## src/rtl/regfile_responder_pkg.sv

```systemverilog
// Shared types and defaults for the register-file responder.
// Opcode and FSM encodings live here so the ALU and the top agree.
package regfile_responder_pkg;

    localparam int WIDTH_DEF = 16;
    localparam int DEPTH_DEF = 32;

    typedef enum logic [2:0] {
        OP_NOP   = 3'd0,
        OP_READ1 = 3'd1,
        OP_READ2 = 3'd2,
        OP_WRITE = 3'd3,
        OP_ADD   = 3'd4,
        OP_SUB   = 3'd5,
        OP_SHL   = 3'd6,
        OP_RSVD  = 3'd7
    } op_e;

    typedef enum logic [1:0] {
        S_IDLE    = 2'd0,
        S_RD_WAIT = 2'd1,
        S_WR_WAIT = 2'd2,
        S_DONE    = 2'd3
    } state_e;

endpackage

```

## src/rtl/regfile_alu.sv

```systemverilog
// Writeback result selection for WRITE/ADD/SUB/SHL.
// Purely combinational; operands arrive already registered.
module regfile_alu
    import regfile_responder_pkg::*;
#(
    parameter int WIDTH = WIDTH_DEF
) (
    input  op_e              i_op,
    input  logic [WIDTH-1:0] i_r1,
    input  logic [WIDTH-1:0] i_r2,
    input  logic [WIDTH-1:0] i_wdata,
    output logic [WIDTH-1:0] o_result
);

    localparam int SW = $clog2(WIDTH);
    localparam logic [WIDTH-1:0] SH_LIM = WIDTH'(WIDTH);

    always_comb begin
        o_result = i_wdata;
        unique case (i_op)
            OP_ADD:  o_result = i_r1 + i_r2;
            OP_SUB:  o_result = i_r1 - i_r2;
            // full-width compare so any large shift amount yields zero
            OP_SHL:  o_result = (i_r2 >= SH_LIM) ? '0
                              : (i_r1 << i_r2[SW-1:0]);
            default: o_result = i_wdata;
        endcase
    end

endmodule

```

## src/rtl/regfile_responder.sv

```systemverilog
// Register-file responder: accepts one command, waits a fixed
// latency, then pulses done with read data / commits the writeback.
module regfile_responder
    import regfile_responder_pkg::*;
#(
    parameter int DEPTH     = DEPTH_DEF,
    parameter int WIDTH     = WIDTH_DEF,
    parameter int READ_LAT  = 1,
    parameter int WRITE_LAT = 16,
    localparam int AW       = $clog2(DEPTH)
) (
    input  logic             clk,
    input  logic             reset,
    input  logic             cmd_valid,
    output logic             cmd_ready,
    input  logic [2:0]       cmd_op,
    input  logic [AW-1:0]    rd_addr1,
    input  logic [AW-1:0]    rd_addr2,
    input  logic [AW-1:0]    wr_addr,
    input  logic [WIDTH-1:0] wr_data,
    output logic [WIDTH-1:0] rd_data1,
    output logic [WIDTH-1:0] rd_data2,
    output logic             done,
    output logic             err
);

    localparam int MAXL = (WRITE_LAT > READ_LAT) ? WRITE_LAT : READ_LAT;
    localparam int CW   = $clog2(MAXL + 1);
    localparam logic [CW-1:0] RD_LOAD = CW'(READ_LAT - 1);
    localparam logic [CW-1:0] WR_LOAD = CW'(WRITE_LAT - 1);

    logic [WIDTH-1:0] r_mem [DEPTH];
    state_e           r_state;
    logic [CW-1:0]    r_cnt;
    op_e              r_op;
    logic [AW-1:0]    r_wa;
    logic [WIDTH-1:0] r_wdata;
    logic [WIDTH-1:0] r_op1;
    logic [WIDTH-1:0] r_op2;
    logic [WIDTH-1:0] r_rd1;
    logic [WIDTH-1:0] r_rd2;
    logic             r_ready;
    logic             r_done;
    logic             r_err;

    op_e              w_op;
    logic             w_accept;
    logic [WIDTH-1:0] w_result;

    assign w_op     = op_e'(cmd_op);
    assign w_accept = cmd_valid && r_ready;

    regfile_alu #(.WIDTH(WIDTH)) u_alu (
        .i_op     (r_op),
        .i_r1     (r_op1),
        .i_r2     (r_op2),
        .i_wdata  (r_wdata),
        .o_result (w_result)
    );

    always_ff @(posedge clk) begin
        if (reset) begin
            for (int i = 0; i < DEPTH; i++) r_mem[i] <= '0;
            r_state <= S_IDLE;
            r_cnt   <= '0;
            r_op    <= OP_NOP;
            r_wa    <= '0;
            r_wdata <= '0;
            r_op1   <= '0;
            r_op2   <= '0;
            r_rd1   <= '0;
            r_rd2   <= '0;
            r_ready <= 1'b1;
            r_done  <= 1'b0;
            r_err   <= 1'b0;
        end else begin
            r_done <= 1'b0;
            r_err  <= 1'b0;
            unique case (r_state)
                S_IDLE: begin
                    if (w_accept) begin
                        // operands snapshot here gives pre-write self-reference
                        r_op    <= w_op;
                        r_wa    <= wr_addr;
                        r_wdata <= wr_data;
                        r_op1   <= r_mem[rd_addr1];
                        r_op2   <= r_mem[rd_addr2];
                        r_ready <= 1'b0;
                        unique case (w_op)
                            OP_READ1, OP_READ2: begin
                                r_state <= S_RD_WAIT;
                                r_cnt   <= RD_LOAD;
                            end
                            OP_WRITE, OP_ADD, OP_SUB, OP_SHL: begin
                                r_state <= S_WR_WAIT;
                                r_cnt   <= WR_LOAD;
                            end
                            default: begin
                                r_state <= S_DONE;
                                r_done  <= 1'b1;
                                r_err   <= (w_op == OP_RSVD);
                            end
                        endcase
                    end
                end
                S_RD_WAIT: begin
                    if (r_cnt == '0) begin
                        r_state <= S_DONE;
                        r_done  <= 1'b1;
                        r_rd1   <= r_op1;
                        if (r_op == OP_READ2) r_rd2 <= r_op2;
                    end else begin
                        r_cnt <= r_cnt - 1'b1;
                    end
                end
                S_WR_WAIT: begin
                    if (r_cnt == '0) begin
                        r_state      <= S_DONE;
                        r_done       <= 1'b1;
                        r_mem[r_wa]  <= w_result;
                        if (r_op != OP_WRITE) begin
                            r_rd1 <= r_op1;
                            r_rd2 <= r_op2;
                        end
                    end else begin
                        r_cnt <= r_cnt - 1'b1;
                    end
                end
                S_DONE: begin
                    r_state <= S_IDLE;
                    r_ready <= 1'b1;
                end
                default: r_state <= S_IDLE;
            endcase
        end
    end

    assign cmd_ready = r_ready;
    assign rd_data1  = r_rd1;
    assign rd_data2  = r_rd2;
    assign done      = r_done;
    assign err       = r_err;

endmodule

```

## config.mk

```make
export PLATFORM = sky130hd
export DESIGN_NAME = regfile_responder
export DESIGN_NICKNAME = d
export VERILOG_FILES = /design/src/rtl/regfile_responder_pkg.sv /design/src/rtl/regfile_alu.sv /design/src/rtl/regfile_responder.sv
export SDC_FILE = /design/constraint.sdc
export NUM_CORES = 1
export LEC_CHECK = 0
export BUFFER_PORTS_ARGS = -buffer_cell sky130_fd_sc_hd__buf_2
export CORE_MARGIN = 8
export CORE_UTILIZATION = 55
export DETAILED_ROUTE_END_ITERATION = 8
export GPL_TIMING_DRIVEN = 0
export PLACE_DENSITY = 0.7
export SLEW_MARGIN = 20
export SYNTH_ARGS = -nofsm -noshare
export SYNTH_HDL_FRONTEND = slang
export SYNTH_HIERARCHICAL = 1
export SYNTH_SLANG_ARGS = --single-unit
```

## constraint.sdc

```tcl
create_clock -name clk -period 5.4 [get_ports clk]
set_clock_uncertainty 0.15 [all_clocks]
set_input_delay 0.27 -clock clk [delete_from_list [all_inputs] [get_ports clk]]
set_output_delay 0.27 -clock clk [all_outputs]
set_load 0.05 [all_outputs]
```

==> results.txt, run 1 <==
The number of global-route vias before repair is 26600. The post-layout utilization of the core came out at 61.2%. Per report_power, the clock group accounts for 30.5% of the total.

The total count of hold-check failures in the final report is 0. The die outline area is 0.0699 mm2. The power density of the placed cells is 382 mW/mm2. The wire length of the first global-routing pass is 197000 um. Per report_power, the combinational group accounts for 29.4% of the total. The number of antenna violations at the first check in global routing is 18. The peak ir drop on the vdd network is 0.000328 V.

The first detailed-routing pass took 6 iterations. Per report_power, the sequential group accounts for 40.1% of the total. The number of sinks on the clock net is 610.

The clock passes through at most 3 buffers. The delay of the slowest cell on the worst path came out at 0.53 ns. The number of buffers added to fix hold violations after cts came out at 25.

The number of levels in the clock H-tree came out at 3. The total leakage power is 14.9 nW. The width of the chip is 264 um.

The antenna violation net count after detailed routing is 0. The number of gates given a new drive strength after cts came out at 0. The transition time at the pin with the least slew margin is 1.36 ns. The floorplan step defined a core boundary enclosing 0.0614 mm2. The completed layout was analyzed and its total power is 14.3 mW. In the layout the commonest cells are 545 x mux2i_1, 517 x and2_1, 512 x edfxtp_1, 258 x a22oi_1, 195 x a21oi_1.

The total number of placement rows came out at 91. The portion of the post-synthesis area used by sequential elements is 51.1%. The clock period could shrink to 5.19 ns. Relative to the synthesized area, the layout overhead comes to 10.8%.

The number of buffers inserted during clock tree synthesis is 68. The net count after synthesis is 2998. The critical path goes through buf_2 -> buf_2 -> inv_1 -> ha_1 -> and2_1 -> a31oi_1 -> xnor2_1 -> ha_1 -> and3_1 -> a221o_1 -> o21bai_1 -> a221oi_2 -> mux2i_1 -> a211o_1 -> clkbuf_1 -> and2_1. After synthesis, the cell types taking the most area are edfxtp_1 45%, mux2i_1 16%, and2_1 9.5%, dfxtp_1 5.8%, a22oi_1 5.7%.

The leading register cell type out of synthesis is edfxtp_1. Timing analysis after detailed placement gives a worst setup slack of 0.400 ns. The final count of negative-setup-slack endpoints is 0. The cell area after synthesis came out at 0.0339 mm2. The global-route total usage across every layer is 39.8%.

Entering global routing, the biggest net connects 17 pins. The overall routed net length came out at 143000 um. Of all flip-flops after synthesis, the portion carrying an async set or reset was 0%. The class of the tightest hold or removal check is in2reg.

After detailed routing, the number of vias per cell comes to 6.90. The remaining global-route overflow is 0. Leaving out fill and tap cells, the most frequent cell in the layout is mux2i_1. The run finished with clean final reports. The number of setup buffers added after CTS is 0.

The number of flops mapped to enable cells by yosys came out at 512. The CTS tree is done. The height of the die came out at 264 um. Summed over all nets, the switching power comes to 5.26 mW. STA classifies the critical path startpoint as a flop. The number of ports placed on the die boundary is 72. The largest fanout of any net on the critical path is 10.

The final cycle utilization of the critical path came out at 96.2%. In the routed design, unresolved DRC markers number 0. The worst setup path is of the reg2reg kind. For this run, the number of standard cells in the final layout without fillers is 3957.

The tree is rooted in a clkbuf_16. The half-perimeter wire length of the detailed placement result is 105000 um. The peak clock frequency supported by timing is 0.192 GHz.

The internal power came out at 9.08 mW. The relative slew slack is 9.54%. In this run, synthesis produced a sequential element count of 610. The clock latency at the later pin of the worst-skew pair came out at 0.62 ns.

Across the run, the number of max-cap violations was 0. Setup repair after global routing left no endpoint under its margin. The detail-routed net length per standard cell is 36.2 um. The largest individual stage delay along the critical path comes from the cell a211o_1. Yosys mapped the design onto 72 distinct sky130hd cell types. The routed layout has 27300 vias.

Counting every instance in the synthesized netlist gives 2938. The final max-slew violation count came out at 0. The number of cells after detailed placement came out at 3800. The final sum of negative setup slack is 0 ns. The synthesized design spends more area on one cell type than any other, namely edfxtp_1. The number of port buffers is 69. The violation count after the first detailed-route iteration came out at 4171.

The top cell type's share of synthesized area came out at 45.3%. The switching part of the total is 36.7%. The required time at the worst-slack endpoint came out at 5.73 ns. The number of synthesis warnings is 6.

The mean instance size in the synthesized netlist is 11.5 um2. The post-route worst setup slack is 0.205 ns. In the final layout, the share of cells above drive strength 1 is 11.2%. The routability-driven placement congestion ratio is 1.11. The net count reported at finish is 3165. The starting density of the core came out at 55.3%.

The worst setup path is captured at a flop. The worst endpoint data arrival time is 5.53 ns. After clock tree synthesis, the clock-pin slew on the worst setup and hold paths is 0.06 ns.
## Yosys cell counts, drive strengths merged (7+ instances only)
| master | count |
|---|---|
| or2 | 36 |
| xnor2 | 13 |
| a211oi | 42 |
| nand2b | 13 |
| inv | 11 |
| and3 | 7 |
| nor2 | 111 |
| nand3 | 7 |
| and2 | 517 |
| buf | 110 |
| mux2i | 545 |
| xor2 | 14 |
| edfxtp | 512 |
| o21ai | 48 |
| clkbuf | 147 |
| a22oi | 258 |
| a21oi | 195 |
| nand2 | 106 |
| or4 | 34 |
| dfxtp | 98 |
| nor2b | 13 |
| ha | 22 |
## critical path, delay by kind of cell (launching register included)
family          cells  cell delay, ns
buf+inv             4            1.23
xor+xnor            1            0.16
compound gates      5            1.65
mux                 1            0.22
fa+ha+maj           2            0.52
flops               1            0.45
simple gates        3            0.65
## per-stage QoR
step | cell area [um2] | hold WS [ns]
3_3_place_gp | 35300 | 0.302
5_1_grt | 37600 | 0.312
6_report | 37600 | 0.295
2_1_floorplan | 33900 | 0.256
3_5_place_dp | 35300 | 0.308
4_1_cts | 37500 | 0.268
## registers in the layout, indices dropped and copies added (netlist names)
register / flops
r_state: 2
r_wa: 5
r_op1: 16
done: 1
r_op: 3
err: 1
r_wdata: 16
r_cnt: 5
cmd_ready: 1
rd_data1: 16
rd_data2: 16
r_mem: 512
r_op2: 16
## layer usage
metal  vias up  global-route usage, %  part of all wire, %
li1      11200                      -                    -
met1     13500                   49.7                   37
met2      2105                   59.2                   43
met3       498                   12.6                   13
met4         4                   26.3                  7.8
met5         -                      0                0.016
## power groups by stage
stage | combinational [mW] | sequential (mW) | clock (mW)
after floorplan | 2.41 | 5.80 | 0
after global placement | 3.90 | 5.81 | 0
after detailed placement | 4.02 | 5.83 | 0
after CTS | 4.06 | 5.73 | 4.34
after global routing | 4.37 | 5.77 | 4.50
final | 4.22 | 5.75 | 4.37
## cell families (layout without fill, tap and decap cells)
family / count (synthesis) / after routing / share of synthesized area, %
AND/OR/NAND/NOR: 869 / 869 / 14.8
flip-flops: 610 / 610 / 51.1
AO/OA/AOI/OAI: 588 / 588 / 11.9
multiplexers: 553 / 553 / 16.5
buffers and inverters: 268 / 485 / 4.14
XOR/XNOR: 27 / 27 / 0.697
adder cells (fa/ha/maj): 23 / 23 / 0.871
other: 0 / 12 / 0
## path summary, 6_finish.rpt
path	endpoint	depth (start not counted)	startpoint	slack, ns
hold reg to reg	r_wdata[3]$_SDFFE_PP0N_	2	r_wdata[3]$_SDFFE_PP0N_	0.31
hold / removal	r_wa[1]$_SDFFE_PP0N_	4	wr_addr[1]	0.30
setup / recovery	r_mem[0][13]$_SDFFCE_PN0P_	16	r_op2[1]$_SDFFE_PP0N_	0.21
setup reg to reg	r_mem[0][13]$_SDFFCE_PN0P_	16	r_op2[1]$_SDFFE_PP0N_	0.21
## area by class of cell
class / count / area [um2]
antenna: 12 / 30.0
sequential: 610 / 17300
multi-input combinational: 2060 / 15200
buffer: 257 / 1370
fill: 5061 / 23800
tap: 790 / 988
clock buffer: 93 / 1820
clock inverter: 27 / 189
inverter: 11 / 41.3
timing repair buffer: 97 / 626
Power figures use the tool's default switching activity.
==> inputs of run 2 (changes only) <==
BUFFER_PORTS_ARGS = default   (was -buffer_cell sky130_fd_sc_hd__buf_2)
DONT_BUFFER_PORTS = 1   (was default)
PLACE_DENSITY = 0.69   (was 0.7)
SYNTH_HIERARCHICAL = default   (was 1)
==> run 2 against run 1 <==
  * Fmax grew 0.21%
  * Sequential share of layout area grew 2.5 points
  * Setup slack better by 0.011 ns
  * Clock power is 5.7% higher
  * First-iteration DRC count is 20% lower
  * Register-to-register slack barely moved
  * Die area down 4.8%
  * Area after synthesis fell by 5.1%
  * Critical endpoint is now r_mem[31][10]$_SDFFCE_PN0P_
  * Largest cell class unchanged
  * Largest power group unchanged
==> results.txt, run 2 <==
The run finished with clean final reports. The number of antenna violations at the first check in global routing was 4. The required time at the worst-slack endpoint is 5.58 ns.

The number of global-route vias before repair came to 23000. The width of the chip is 258 um. The multiplexer area fraction after synthesis is 25.5%.

The adder-cell area share of the yosys netlist is 0.995%. The worst setup path is launched from a flop. The post-layout utilization of the core came out at 61.7%. The transition time at the pin with the least slew margin came out at 1.30 ns.

The worst register-to-register path begins at r_op[2]$_SDFFE_PP0P_. The peak clock frequency supported by timing came out at 0.193 GHz. Once placement completed, the tool counted placed cells totaling 3098. The unique cell type count in the Yosys netlist came out at 78. The wire length of the first global-routing pass came out at 162000 um. The maximum clock insertion buffer count came out at 3. The flip-flop and latch count after synthesis is 610.

The count of filler cells inserted in the layout came out at 4467. The top cell type's share of synthesized area came out at 47.8%. The mean instance size in the synthesized netlist is 13.8 um2. For this design the ratio of total power to cell area is 407 mW/mm2.

The overall routed net length came out at 116000 um. The register-to-register setup slack is 0.22 ns. The portion of the post-synthesis area used by sequential elements came out at 53.9%. The number of cells on the worst reg-to-reg path is 12. Counting flops with a built-in enable in the synthesized netlist gives 512. The library cells used most frequently in the layout, excluding fill and tap cells, are 512 x edfxtp_1, 459 x nor2_1, 330 x mux4_2, 180 x a21oi_1, 145 x clkbuf_1. After detailed routing, the number of remaining DRC violations is 0. The half-perimeter wire length of the detailed placement result is 84300 um. Buffers inserted during clock tree synthesis total 68. The post-synthesis share of cell area spent on xor and xnor gates is 0.568%. The flip-flop count of the largest register, all copies and words added is 512.

The largest fanout of any net on the critical path is 10. Ranked by total cell area, the synthesized netlist is headed by edfxtp_1 48%, mux4_2 23%, dfxtp_1 6.1%, nor2_1 5.4%, a21oi_1 2.8%. In this run the critical register-to-register path is captured at r_mem[31][10]$_SDFFCE_PN0P_.

The remaining global-route overflow is 0. For this design, the slowest cell found on the critical path is clkbuf_1. The most numerous cell type found on the critical path is nor2b_1.

Data on the critical path arrives at its endpoint at 5.37 ns. Global routing used 34.4% of the available tracks across all layers. By count the netlist is led by 512 x edfxtp_1, 459 x nor2_1, 330 x mux4_2. After detailed routing, the number of vias per cell comes to 7.15.

Of all cell types, the one taking the most synthesized area is edfxtp_1. The clock latency at the later pin of the worst-skew pair came out at 0.63 ns. The routability-driven placement congestion ratio came out at 1.03.

The first routing iteration left 3348 violations. The total core area is 0.0578 mm2. Counting flops per register, the top entry is r_mem. The number of max-cap violations is 0. The synthesized netlist devotes 9.77% of its cell area to simple gates. The total power after layout came out at 14.5 mW. Pin placement for this block handled 72 I/O pins.

The number of levels in the clock H-tree is 3. After synthesis, the largest family of logic cells by area is multiplexers. The peak ir drop on the vdd network is 0.000337 V. From bottom edge to top edge, the die measures 258 um. Hold timing on the final database bottoms out at a slack of 0.0198 ns.

The area added between synthesis and finish is 10.9%. The final cycle utilization of the critical path is 96.0%. The count of buffers added by post-CTS timing repair for setup is 0. In this run the static leakage power is 11.7 nW. The worst hold path terminates at r_op1[15]$_SDFFE_PP0P_. After technology mapping, the gate count stands at 2331.

The tree is rooted in a clkbuf_16. The post-synthesis compound-gate area fraction is 6.09%. Setup repair after global routing left no endpoint under its margin. The clock period minus final worst setup slack came out at 5.18 ns. Leaving out filler cells and counting taps, the final layout contains 3247. The detailed-router iteration count before antenna repair came out at 7. The worst hold path begins at reset. The total count of hold-check failures in the final report came out at 0. The worst hold path belongs to the class in2reg. The floorplan step defined a die boundary enclosing 0.0665 mm2.

The relative slew slack is 13.6%. The net count after synthesis came out at 2393. The largest net degree at the start of global routing came out at 17.

The cell area after synthesis came out at 0.0322 mm2. The most common cell after layout, fill and taps aside is edfxtp_1. The number of port buffers came out at 0. Traced cell by cell, the critical path runs through nor2b_1 -> clkbuf_2 -> nand2_1 -> a21o_1 -> fa_1 -> nor2b_1 -> o31ai_1 -> a211oi_1 -> mux2i_1 -> a21oi_2 -> clkbuf_1 -> nor2_1. The detail-routed net length per standard cell came out at 35.7 um. The antenna violation net count after detailed routing came out at 0. The number of synthesis warnings is 0. The starting density of the core is 55.7%.

TritonCTS built the clock tree. The register clock-pin slew on the reported worst setup and hold paths came out at 0.07 ns. Counting instances, the worst hold path has a depth of 2. On the worst path, the slowest cell contributes a delay of 0.60 ns. The final max-slew violation count came out at 0. The number of sinks on the clock net came out at 610. Among all flip-flop cells after synthesis, the most frequent one is edfxtp_1.

The type of the setup path with the least slack is reg2reg. Detailed routing inserted a total of 23200 vias. The kind of end point of the critical path is a flop. The total number of placement rows came out at 88. The net count reported at finish is 2491. edfxtp_1 is the most common cell in the netlist.

Setup violations remaining at the end of the flow were counted as 0. The final sum of negative setup slack is 0 ns. The fraction of final layout cells with drive strength greater than 1 is 23.0%. The share of async-settable or async-resettable flops after synthesis is 0%.
run 2: layout make-up:
cell class	instances	area (um2)	share of cell area, %
Clock inverter	29	250	0.701
Timing Repair Buffer	28	280	0.786
Clock buffer	93	1920	5.39
Inverter	16	60.1	0.168
Buffer	224	995	2.79
Tap cell	765	957	2.68
Antenna cell	1	2.50	0.00701
Sequential cell	610	17300	48.6
Multi-Input combinational cell	1481	13900	38.9
run 2: cell families (layout without fill, tap and decap cells):
family | after synthesis | after routing
fa+ha+maj | 25 | 25
xor+xnor | 20 | 20
mux | 405 | 405
buf+inv | 240 | 390
other cells | 0 | 1
compound gates | 318 | 318
simple gates | 713 | 713
flops | 610 | 610
run 2: power by group:
part	total [mW]	switching [mW]	internal, mW
sequential	5.87	0.469	5.40
clock	4.62	1.97	2.65
combinational	4.05	2.65	1.40
run 2: worst max path at each step:
stage,from,to
3_3_place_gp,r_op[2]$_SDFFE_PP0P_,r_mem[12][13]$_SDFFCE_PN0P_
6_report,r_op[2]$_SDFFE_PP0P_,r_mem[31][10]$_SDFFCE_PN0P_
2_1_floorplan,r_op2[1]$_SDFFE_PP0P_,r_mem[0][13]$_SDFFCE_PN0P_
3_5_place_dp,r_op[2]$_SDFFE_PP0P_,r_mem[17][10]$_SDFFCE_PN0P_
4_1_cts,r_op[2]$_SDFFE_PP0P_,r_mem[17][10]$_SDFFCE_PN0P_
5_1_grt,r_op[2]$_SDFFE_PP0P_,r_mem[14][12]$_SDFFCE_PN0P_
run 2: critical path: cells and delay by family, from the launching register on:
family	cells	cell delay (ns)
flops	1	0.54
compound gates	4	1.40
mux	1	0.14
buf+inv	2	0.99
simple gates	4	1.26
fa+ha+maj	1	0.41
run 2: routing by layer:
layer / share of wire [%] / GRT usage (%) / wire length [um] / up-vias
met5: 0.049 / 0 / 57 / -
met4: 8.0 / 22.7 / 9300 / 8
met3: 13 / 12.0 / 15400 / 477
met2: 46 / 53.6 / 53300 / 1800
met1: 33 / 40.4 / 37900 / 11700
li1: - / - / - / 9253
run 2: repair_timing:
item                                    in CTS  in global routing
gates resized for setup                      0                  6
cloned                                       0                  0
hold endpoints to repair                    33                  0
hold buffers                                25                  0
endpoints found under the setup margin     117                210
run 2: stage by stage:
| step | area (um2) | worst slack, ns |
|---|---|---|
| global route | 35700 | 0.0837 |
| floorplan | 32200 | 1.56 |
| finish | 35700 | 0.216 |
| global placement | 33100 | -0.258 |
| detailed placement | 33200 | -0.0823 |
| CTS | 35600 | -0.118 |
